<file path="src/rtl/kmi_transmit.sv">
// kmi_transmit: host-to-device KMI (PS/2-style) serial transmitter.
// Sends an 11-bit frame {stop, odd parity, data[7:0], start}, bit 0 first.
// Each bit advances on a falling edge of the slow device clock clk_in.
// clk_in is resynchronised into ref_clk before edge detection.
// Optional feature macro: KMI_TX_TIMEOUT_EN enables a watchdog that aborts
// a stalled frame after TIMEOUT_CYCLES ref_clk cycles with no clk_in fall.
module kmi_transmit #(
   parameter int SYNC_STAGES    = 2       // minimum 2
`ifdef KMI_TX_TIMEOUT_EN
   , parameter int TIMEOUT_CYCLES = 65536
`endif
) (
   input  logic       ref_clk,
   input  logic       nreset,
   input  logic       transmit,
   input  logic       clk_in,
   input  logic [7:0] data_in,
   output logic       serial_out,
   output logic       ndata_en,
   output logic       tx_done
);

   localparam logic [1:0] ST_IDLE = 2'd0;
   localparam logic [1:0] ST_SEND = 2'd1;
   localparam logic [1:0] ST_DONE = 2'd2;

   // Odd parity: the parity bit makes the total count of ones odd.
   function automatic logic odd_parity(input logic [7:0] d);
      return ~(^d);
   endfunction

   logic [SYNC_STAGES-1:0] sync_q, sync_d;
   logic                   hist_q, hist_d;
   logic                   fall_s;
   logic [1:0]             state_q, state_d;
   logic [3:0]             cnt_q, cnt_d;
   logic [10:0]            shift_q, shift_d;
   logic                   serial_out_q, serial_out_d;
   logic                   ndata_en_q, ndata_en_d;
   logic                   tx_done_q, tx_done_d;

`ifdef KMI_TX_TIMEOUT_EN
   localparam int WD_W = $clog2(TIMEOUT_CYCLES + 1);
   localparam logic [WD_W-1:0] WD_LAST = WD_W'(TIMEOUT_CYCLES - 1);
   logic [WD_W-1:0] wd_q, wd_d;
`endif

   // Synchroniser shift (stage 0 samples the pin) and one-cycle history for edge detect.
   always_comb begin
      sync_d = {sync_q[SYNC_STAGES-2:0], clk_in};
      hist_d = sync_q[SYNC_STAGES-1];
      fall_s = hist_q & ~sync_q[SYNC_STAGES-1];
   end

   // Frame sequencing: accept in IDLE, shift one bit per clk_in fall, pulse done.
   always_comb begin
      state_d      = state_q;
      cnt_d        = cnt_q;
      shift_d      = shift_q;
      serial_out_d = serial_out_q;
      ndata_en_d   = ndata_en_q;
      tx_done_d    = 1'b0;
`ifdef KMI_TX_TIMEOUT_EN
      wd_d         = {WD_W{1'b0}};
`endif
      case (state_q)
         ST_IDLE: begin
            if (transmit) begin
               shift_d      = {1'b1, odd_parity(data_in), data_in, 1'b0};
               serial_out_d = 1'b0;
               ndata_en_d   = 1'b0;
               cnt_d        = 4'd0;
               state_d      = ST_SEND;
            end else begin
               serial_out_d = 1'b1;
               ndata_en_d   = 1'b1;
            end
         end
         ST_SEND: begin
            if (fall_s) begin
               if (cnt_q == 4'd10) begin
                  // Stop bit has been clocked out: release the line.
                  serial_out_d = 1'b1;
                  ndata_en_d   = 1'b1;
                  tx_done_d    = 1'b1;
                  cnt_d        = 4'd0;
                  state_d      = ST_DONE;
               end else begin
                  cnt_d        = cnt_q + 4'd1;
                  shift_d      = {1'b0, shift_q[10:1]};
                  serial_out_d = shift_q[1];
               end
            end else begin
`ifdef KMI_TX_TIMEOUT_EN
               if (wd_q == WD_LAST) begin
                  // Device stopped clocking: abandon the frame silently.
                  serial_out_d = 1'b1;
                  ndata_en_d   = 1'b1;
                  cnt_d        = 4'd0;
                  state_d      = ST_IDLE;
               end else begin
                  wd_d = wd_q + {{(WD_W-1){1'b0}}, 1'b1};
               end
`else
               serial_out_d = serial_out_q;
`endif
            end
         end
         ST_DONE: begin
            serial_out_d = 1'b1;
            ndata_en_d   = 1'b1;
            state_d      = ST_IDLE;
         end
         default: begin
            serial_out_d = 1'b1;
            ndata_en_d   = 1'b1;
            cnt_d        = 4'd0;
            state_d      = ST_IDLE;
         end
      endcase
   end

   // State and output registers with synchronous active-low reset.
   always_ff @(posedge ref_clk) begin
      if (!nreset) begin
         sync_q       <= {SYNC_STAGES{1'b1}};
         hist_q       <= 1'b1;
         state_q      <= ST_IDLE;
         cnt_q        <= 4'd0;
         shift_q      <= 11'd0;
         serial_out_q <= 1'b1;
         ndata_en_q   <= 1'b1;
         tx_done_q    <= 1'b0;
`ifdef KMI_TX_TIMEOUT_EN
         wd_q         <= {WD_W{1'b0}};
`endif
      end else begin
         sync_q       <= sync_d;
         hist_q       <= hist_d;
         state_q      <= state_d;
         cnt_q        <= cnt_d;
         shift_q      <= shift_d;
         serial_out_q <= serial_out_d;
         ndata_en_q   <= ndata_en_d;
         tx_done_q    <= tx_done_d;
`ifdef KMI_TX_TIMEOUT_EN
         wd_q         <= wd_d;
`endif
      end
   end

   assign serial_out = serial_out_q;
   assign ndata_en   = ndata_en_q;
   assign tx_done    = tx_done_q;

endmodule

</file>
<file path="config.mk">
export PLATFORM = sky130hd
export DESIGN_NAME = kmi_transmit
export DESIGN_NICKNAME = d
export VERILOG_FILES = /design/src/rtl/kmi_transmit.sv
export SDC_FILE = /design/constraint.sdc
export NUM_CORES = 1
export LEC_CHECK = 0
export ABC_AREA = 0
export CORE_MARGIN = 5
export CORE_UTILIZATION = 57
export DETAILED_ROUTE_END_ITERATION = 7
export GPL_ROUTABILITY_DRIVEN = 1
export GPL_TIMING_DRIVEN = 0
export PLACE_DENSITY = 0.83
export RECOVER_POWER = 50
export SETUP_SLACK_MARGIN = 0.3
export SYNTH_ARGS = -nofsm -noshare
export SYNTH_HDL_FRONTEND = slang
export SYNTH_SLANG_ARGS = --single-unit
</file>
<file path="constraint.sdc">
create_clock -name ref_clk -period 4.8 [get_ports ref_clk]
set_input_delay 0.96 -clock ref_clk [delete_from_list [all_inputs] [get_ports ref_clk]]
set_output_delay 0.96 -clock ref_clk [all_outputs]
set_load 0.005 [all_outputs]
</file>
==> results.cfg, run 1 <==
[floorplanning]
die_width_um = 53.83
dieArea_um2 = 2897
start_util_pct = 61.40
io-pin-count = 15
die_h_um = 53.83
placementRows = 15
coreArea_um2 = 1783

[power]
p_sw_share_pct = 25.61
pwr-share-clk_pct = 29.1
combPwrFrac_pct = 17.2
power.density_nw_per_um2 = 280.0
leakagePower_nw = 0.4906
net-switching-power_mw = 0.09340
p_total_mw = 0.3647
seqPwrFrac_pct = 53.7
intPower_mw = 0.2713
ir_drop_mv = 0.2584

[routing]
firstDrtPassIters = 4
drcViolationCount = 0
vias = 932
viasPerCell = 5.683
routed_wl_um = 2267
met3_length_um = 108
drt-met1-wl_um = 1048
highest_layer = met4
wl_per_cell_um = 13.82
wl_met2_um = 1080
postRouteAntennaNets = 0
drt-initial-drc-count = 9

[worst_setup_path]
arrival_ps = 2470
critPathKind = input port to flop
required_ps = 5060
start_kind = input port
crit_fanout = 10
endpoint_kind = flop

[cts]
cts_tree = yes
root_buffer = clkbuf_4
cts_sinks = 22
clockBufferDepth = 2
clkTransAtPathRegs_ps = 120
numCtsBuffers = 3
clock_latency_ps = 320
htreeDepth = 1
cts_setup_buffers = 0
cts_hold_buf = 0
cts_resized = 0

[timing]
setup_tns_ps = 0
drv_slew = 0
tightest_slew_ps = 442.2
fin_skew_ps = 4.658
rsz0062_at_grt = no
post-route-period-util_pct = 46.00
maxSlewHeadroom_pct = 70.52
hold_viol_final = 0
max_freq_ghz = 0.4529
setup_viol = 0
period_minus_slack_ps = 2208

[grt]
grt_pass1_vias = 922
overflow = 0
grt_first_pass_wirelength_um = 3995
grt_max_degree = 13
grt_usage_pct = 19.34
antenna_found_initial = 0

[layout]
final_nets = 154
diodes = 0
drive_gt1_share_pct = 6.475
final_cells = 164
syn_to_final_growth_pct = 18.97
nFillCells = 148

[placed_design]
portBuffers = 14
dp_hpwl_um = 1656
gp_congestion = 0.7922
placedCellCount = 160

[yosys]
synth_nets = 135
synth-seq-area-share_pct = 40.23
ys.warnings.count = 0
ys_ff_latch = 22
netlist_area_um2 = 1095
synth.avg_cell_area_um2 = 9.048
ys_types = 28
postSynthCellCount = 121

[job]
drv_cap = 0

[outcome]
status = completed

[min_path]
hold_path_class = flop to flop
==> sequential cells by signal, indices dropped and copies added (netlist names) <==
signal / count
ndata_en: 1
state_q: 2
serial_out: 1
sync_q: 2
shift_q: 10
tx_done: 1
hist_q: 1
cnt_q: 4
==> worst max-delay path: stages <==
cell	delay [ps]
clkdlybuf4s50_1	490
nor2b_1	210
a31oi_1	80
clkbuf_1	200
or3_1	390
a21oi_1	140
==> final timing paths <==
kind | slack (ps) | from | depth (start not counted) | to
max | 2590 | transmit | 6 | shift_q[4]
min | 440 | sync_q[0] | 1 | sync_q[1]
max reg2reg | 3040 | cnt_q[0] | 7 | shift_q[4]
min reg2reg | 440 | sync_q[0] | 1 | sync_q[1]
==> metal layers <==
| metal | GRT usage [%] | vias up |
|---|---|---|
| met4 | 7.660 | 0 |
| met1 | 22.83 | 442 |
| met3 | 6.648 | 4 |
| met2 | 31.85 | 17 |
| li1 | - | 469 |
| met5 | 0 | - |
==> Yosys cell counts (all sizes together) <==
cell type | n | area share (%)
nor3b | 1 | 0.69
nand3 | 1 | 0.46
o211ai | 2 | 1.4
or4 | 2 | 1.4
nor2b | 3 | 1.7
inv | 3 | 1.0
nand2b | 6 | 4.1
xnor2 | 6 | 4.8
xor2 | 1 | 0.80
a21oi | 13 | 5.9
a31oi | 1 | 0.57
dfxtp | 22 | 40
nand3b | 2 | 1.4
o21ai | 15 | 6.9
mux2i | 9 | 8.2
or3 | 10 | 5.7
nand4b | 1 | 0.80
o22ai | 1 | 1.1
nor3 | 3 | 1.4
clkbuf | 5 | 1.7
buf | 3 | 3.1
nand2 | 1 | 0.34
ha | 2 | 2.3
nor2 | 4 | 1.4
o21bai | 1 | 0.69
and3b | 1 | 0.80
nor4 | 2 | 1.1
==> stage by stage <==
step / setup slack (ps) / hold slack (ps) / instance area (um2) / util, %
final: 2592 / 436.8 / 1303 / 73.05
after global routing: 2421 / 448.5 / 1303 / 73.05
after CTS: 2591 / 444.5 / 1303 / 73.05
after detailed placement: 2249 / 410.8 / 1266 / 71.02
after global placement: 2244 / 398.1 / 1266 / 71.02
after floorplan: 2894 / 386.3 / 1095 / -
==> cell type report <==
cell class | count | area [um2] | share of cell area [%]
tap | 25 | 31.28 | 2.402
clock buffer | 4 | 36.28 | 2.786
buffer | 8 | 52.55 | 4.035
inverter | 3 | 11.26 | 0.8646
multi-input combinational | 88 | 590.6 | 45.34
sequential | 22 | 440.4 | 33.81
timing repair buffer | 14 | 140.1 | 10.76
==> power groups by stage <==
stage	Combinational (mW)	Sequential, mW	Clock (mW)
final	0.0626	0.196	0.106
after global routing	0.0696	0.197	0.113
after CTS	0.0635	0.196	0.108
after detailed placement	0.0633	0.200	0
after global placement	0.0619	0.200	0
after floorplan	0.0418	0.199	0
==> cell usage in the layout, fill, tap and decap left out, drive strengths merged <==
| cell type | netlist | layout |
|---|---|---|
| clkdlybuf4s50 | 0 | 11 |
| nor3b | 1 | 1 |
| buf | 3 | 3 |
| clkbuf | 5 | 9 |
| dfxtp | 22 | 22 |
| nor3 | 3 | 3 |
| o21ai | 15 | 15 |
| mux2i | 9 | 9 |
| o21bai | 1 | 1 |
| nor2 | 4 | 4 |
| o211ai | 2 | 2 |
| nand2 | 1 | 1 |
| or3 | 10 | 10 |
| a31oi | 1 | 1 |
| inv | 3 | 3 |
| ha | 2 | 2 |
| xnor2 | 6 | 6 |
| nand3b | 2 | 2 |
| and3b | 1 | 1 |
| a21oi | 13 | 13 |
| nor2b | 3 | 3 |
| or4 | 2 | 2 |
| nand2b | 6 | 6 |
| dlygate4sd3 | 0 | 3 |
| xor2 | 1 | 1 |
| o22ai | 1 | 1 |
| nor4 | 2 | 2 |
| nand3 | 1 | 1 |
| nand4b | 1 | 1 |
==> cell families (layout without fill, tap and decap cells) <==
kind of cell,Yosys count,after routing,synth area share [%]
fa+ha+maj,2,2,2.285
mux,9,9,8.229
compound gates,33,33,16.57
flops,22,22,40.23
buf+inv,11,29,5.828
simple gates,37,37,21.26
xor+xnor,7,7,5.600
No activity file was read; power rests on OpenSTA's default activity.
==> inputs of run 2 (changes only) <==
Settings changed: CORE_UTILIZATION 57 to 47, PLACE_DENSITY 0.83 to 0.73.
Clock period 4.8 ns to 1.8 ns, I/O delays scaled along.
==> run 2 against run 1 <==
  * Hold slack got worse by 2.6 ps
  * Clock skew decreased by 3.8 ps
  * First-iteration DRC count increased to 2.6 times the previous value
  * Global-route usage decreased by 3.5 points
  * Non-clock buffer count increased by 6
  * Sequential power increased to 2.7 times the previous value
  * Power increased to 2.7 times the previous value
  * Count of clock-buffer cells in the layout unchanged
  * Register-to-register slack got worse by 2700 ps
  * Die area increased by 17%
  * Routed wire length increased by 12%
  * Design area increased by 11%
  * Critical endpoint is now cnt_q[0]
==> results.cfg, run 2 (synthesis gave the netlist of run 1 again) <==
[routing]
wl_per_cell_um = 14.62
routed_wl_um = 2530
drt-initial-drc-count = 23
drcViolationCount = 0
firstDrtPassIters = 4
postRouteAntennaNets = 0
viasPerCell = 5.543
vias = 959

[floorplanning]
placementRows = 17
dieArea_um2 = 3395
start_util_pct = 49.49
coreArea_um2 = 2212
die_width_um = 58.27
die_h_um = 58.27
io-pin-count = 15

[placed_design]
gp_congestion = 0.7858
portBuffers = 14
dp_hpwl_um = 1637
pre_cts_ws_ps = -106.8

[worst_setup_path]
path_delay_family = buffers and inverters
critPathBufInv = 3
endpoint_kind = flop
arrival_ps = 1800
crit_cells = 4
crit_fanout = 10
start_kind = input port
slowest_stage = dlygate4sd3_1
crit_path_max_incr_delay_ps = 640
r2r_slack_ps = 300
reg2reg_depth = 7
critPathKind = input port to flop
required_ps = 1990
crit_chain = dlygate4sd3_1 -> inv_1 -> clkbuf_1 -> nor2_1

[cts]
htreeDepth = 1
clkTransAtPathRegs_ps = 120
numCtsBuffers = 3
cts_sinks = 22
root_buffer = clkbuf_4
clockBufferDepth = 2
clock_latency_ps = 310
cts_tree = yes

[power]
ir_drop_mv = 0.3774
power.density_nw_per_um2 = 687.8
leakagePower_nw = 0.5806
p_total_mw = 0.9983

[timing]
post-route-period-util_pct = 89.37
drv_slew = 0
maxSlewHeadroom_pct = 65.71
setup_ws_ps = 191.3
setup_tns_ps = 0
fin_skew_ps = 0.8592
max_freq_ghz = 0.6216
hold_viol_final = 0
period_minus_slack_ps = 1609
tightest_slew_ps = 514.3
rsz0062_at_grt = yes
setup_viol = 0

[grt]
overflow = 0
grt_max_degree = 13
grt_first_pass_wirelength_um = 4326
grt_pass1_vias = 974
grt_usage_pct = 15.89
antenna_found_initial = 0

[layout]
final_nets = 160
nFillCells = 191
largest_reg_flops = 10
reg.largest.list = shift_q (10), cnt_q (4)
diodes = 0
syn_to_final_growth_pct = 32.57
regMostFlops = shift_q
final_common_cell = dfxtp_1
drive_gt1_share_pct = 21.38
mostFrequentLayoutCells = dfxtp_1, o21ai_0, or3_1, a21oi_1

[job]
drv_cap = 0

[outcome]
status = completed

[min_path]
hold_path_class = flop to flop
whs_path_depth = 1
run 2: cell count changes in the layout (fill, tap and decap cells not counted), moves of 3 or more:
| cell | previous run | this run |
|---|---|---|
| nor2b_1 | 3 | 0 |
| a21oi_1 | 13 | 10 |
| nor2b_4 | 0 | 3 |
| dfxtp_2 | 0 | 3 |
| dfxtp_1 | 22 | 18 |
| a21oi_2 | 0 | 3 |
| buf_4 | 0 | 4 |
run 2: timing repair:
item / 4_1_cts / 5_1_grt
hold buffers: 0 / 0
setup endpoints to repair: 14 / 16
gates cloned: 1 / 0
resized for setup: 15 / 23
setup buffers: 4 / 1
pin swaps: 14 / 13
hold endpoints to repair: 0 / 0
run 2: cell type report:
cell class                 count  area (um2)  share of cell area, %
multi-input combinational     88       656.9                  45.26
sequential                    22       447.9                  30.86
timing repair buffer          20       200.2                  13.79
buffer                         8       63.81                  4.397
clock buffer                   4       36.28                  2.500
tap                           28       35.03                  2.414
inverter                       3       11.26                 0.7759
run 2: stage by stage:
stage | std cells | hold slack (ps) | utilization, % | area [um2]
CTS | 172 | 437.6 | 63.07 | 1395
detailed placement | 163 | 407.8 | 57.52 | 1272
global placement | 163 | 399.5 | 57.52 | 1272
finish | 173 | 434.2 | 65.61 | 1451
global route | 173 | 468.4 | 65.61 | 1451
floorplan | 121 | 386.3 | - | 1097
run 2: routing by layer:
| layer | vias to the layer above | global-route usage (%) | part of all wire, % |
|---|---|---|---|
| met3 | 6 | 2.673 | 4.5 |
| met2 | 25 | 25.84 | 46 |
| li1 | 481 | - | - |
| met5 | - | 0 | 0 |
| met1 | 447 | 20.73 | 48 |
| met4 | 0 | 6.291 | 1.4 |
run 2: path summary, 6_finish.rpt:
check	start	to
worst max-delay path	nreset	cnt_q[0]
worst min-delay path	sync_q[0]	sync_q[1]
worst max register to register	cnt_q[0]	shift_q[6]
worst min register to register	sync_q[0]	sync_q[1]
run 2: power breakdown:
| group | total [mW] | leakage [nW] | internal, mW | switching, mW |
|---|---|---|---|---|
| combinational | 0.198 | 0.377 | 0.107 | 0.0911 |
| clock | 0.278 | 0.0210 | 0.124 | 0.155 |
| sequential | 0.522 | 0.182 | 0.510 | 0.0124 |
run 2: worst reg2reg max path, delay by kind of cell (launching register included):
kind / cells / cell delay, ps
and+or+nand+nor: 2 / 500
DFF: 1 / 350
AOI/OAI and AO/OA: 2 / 240
buffers and inverters: 2 / 200
adders and majority gates: 1 / 150
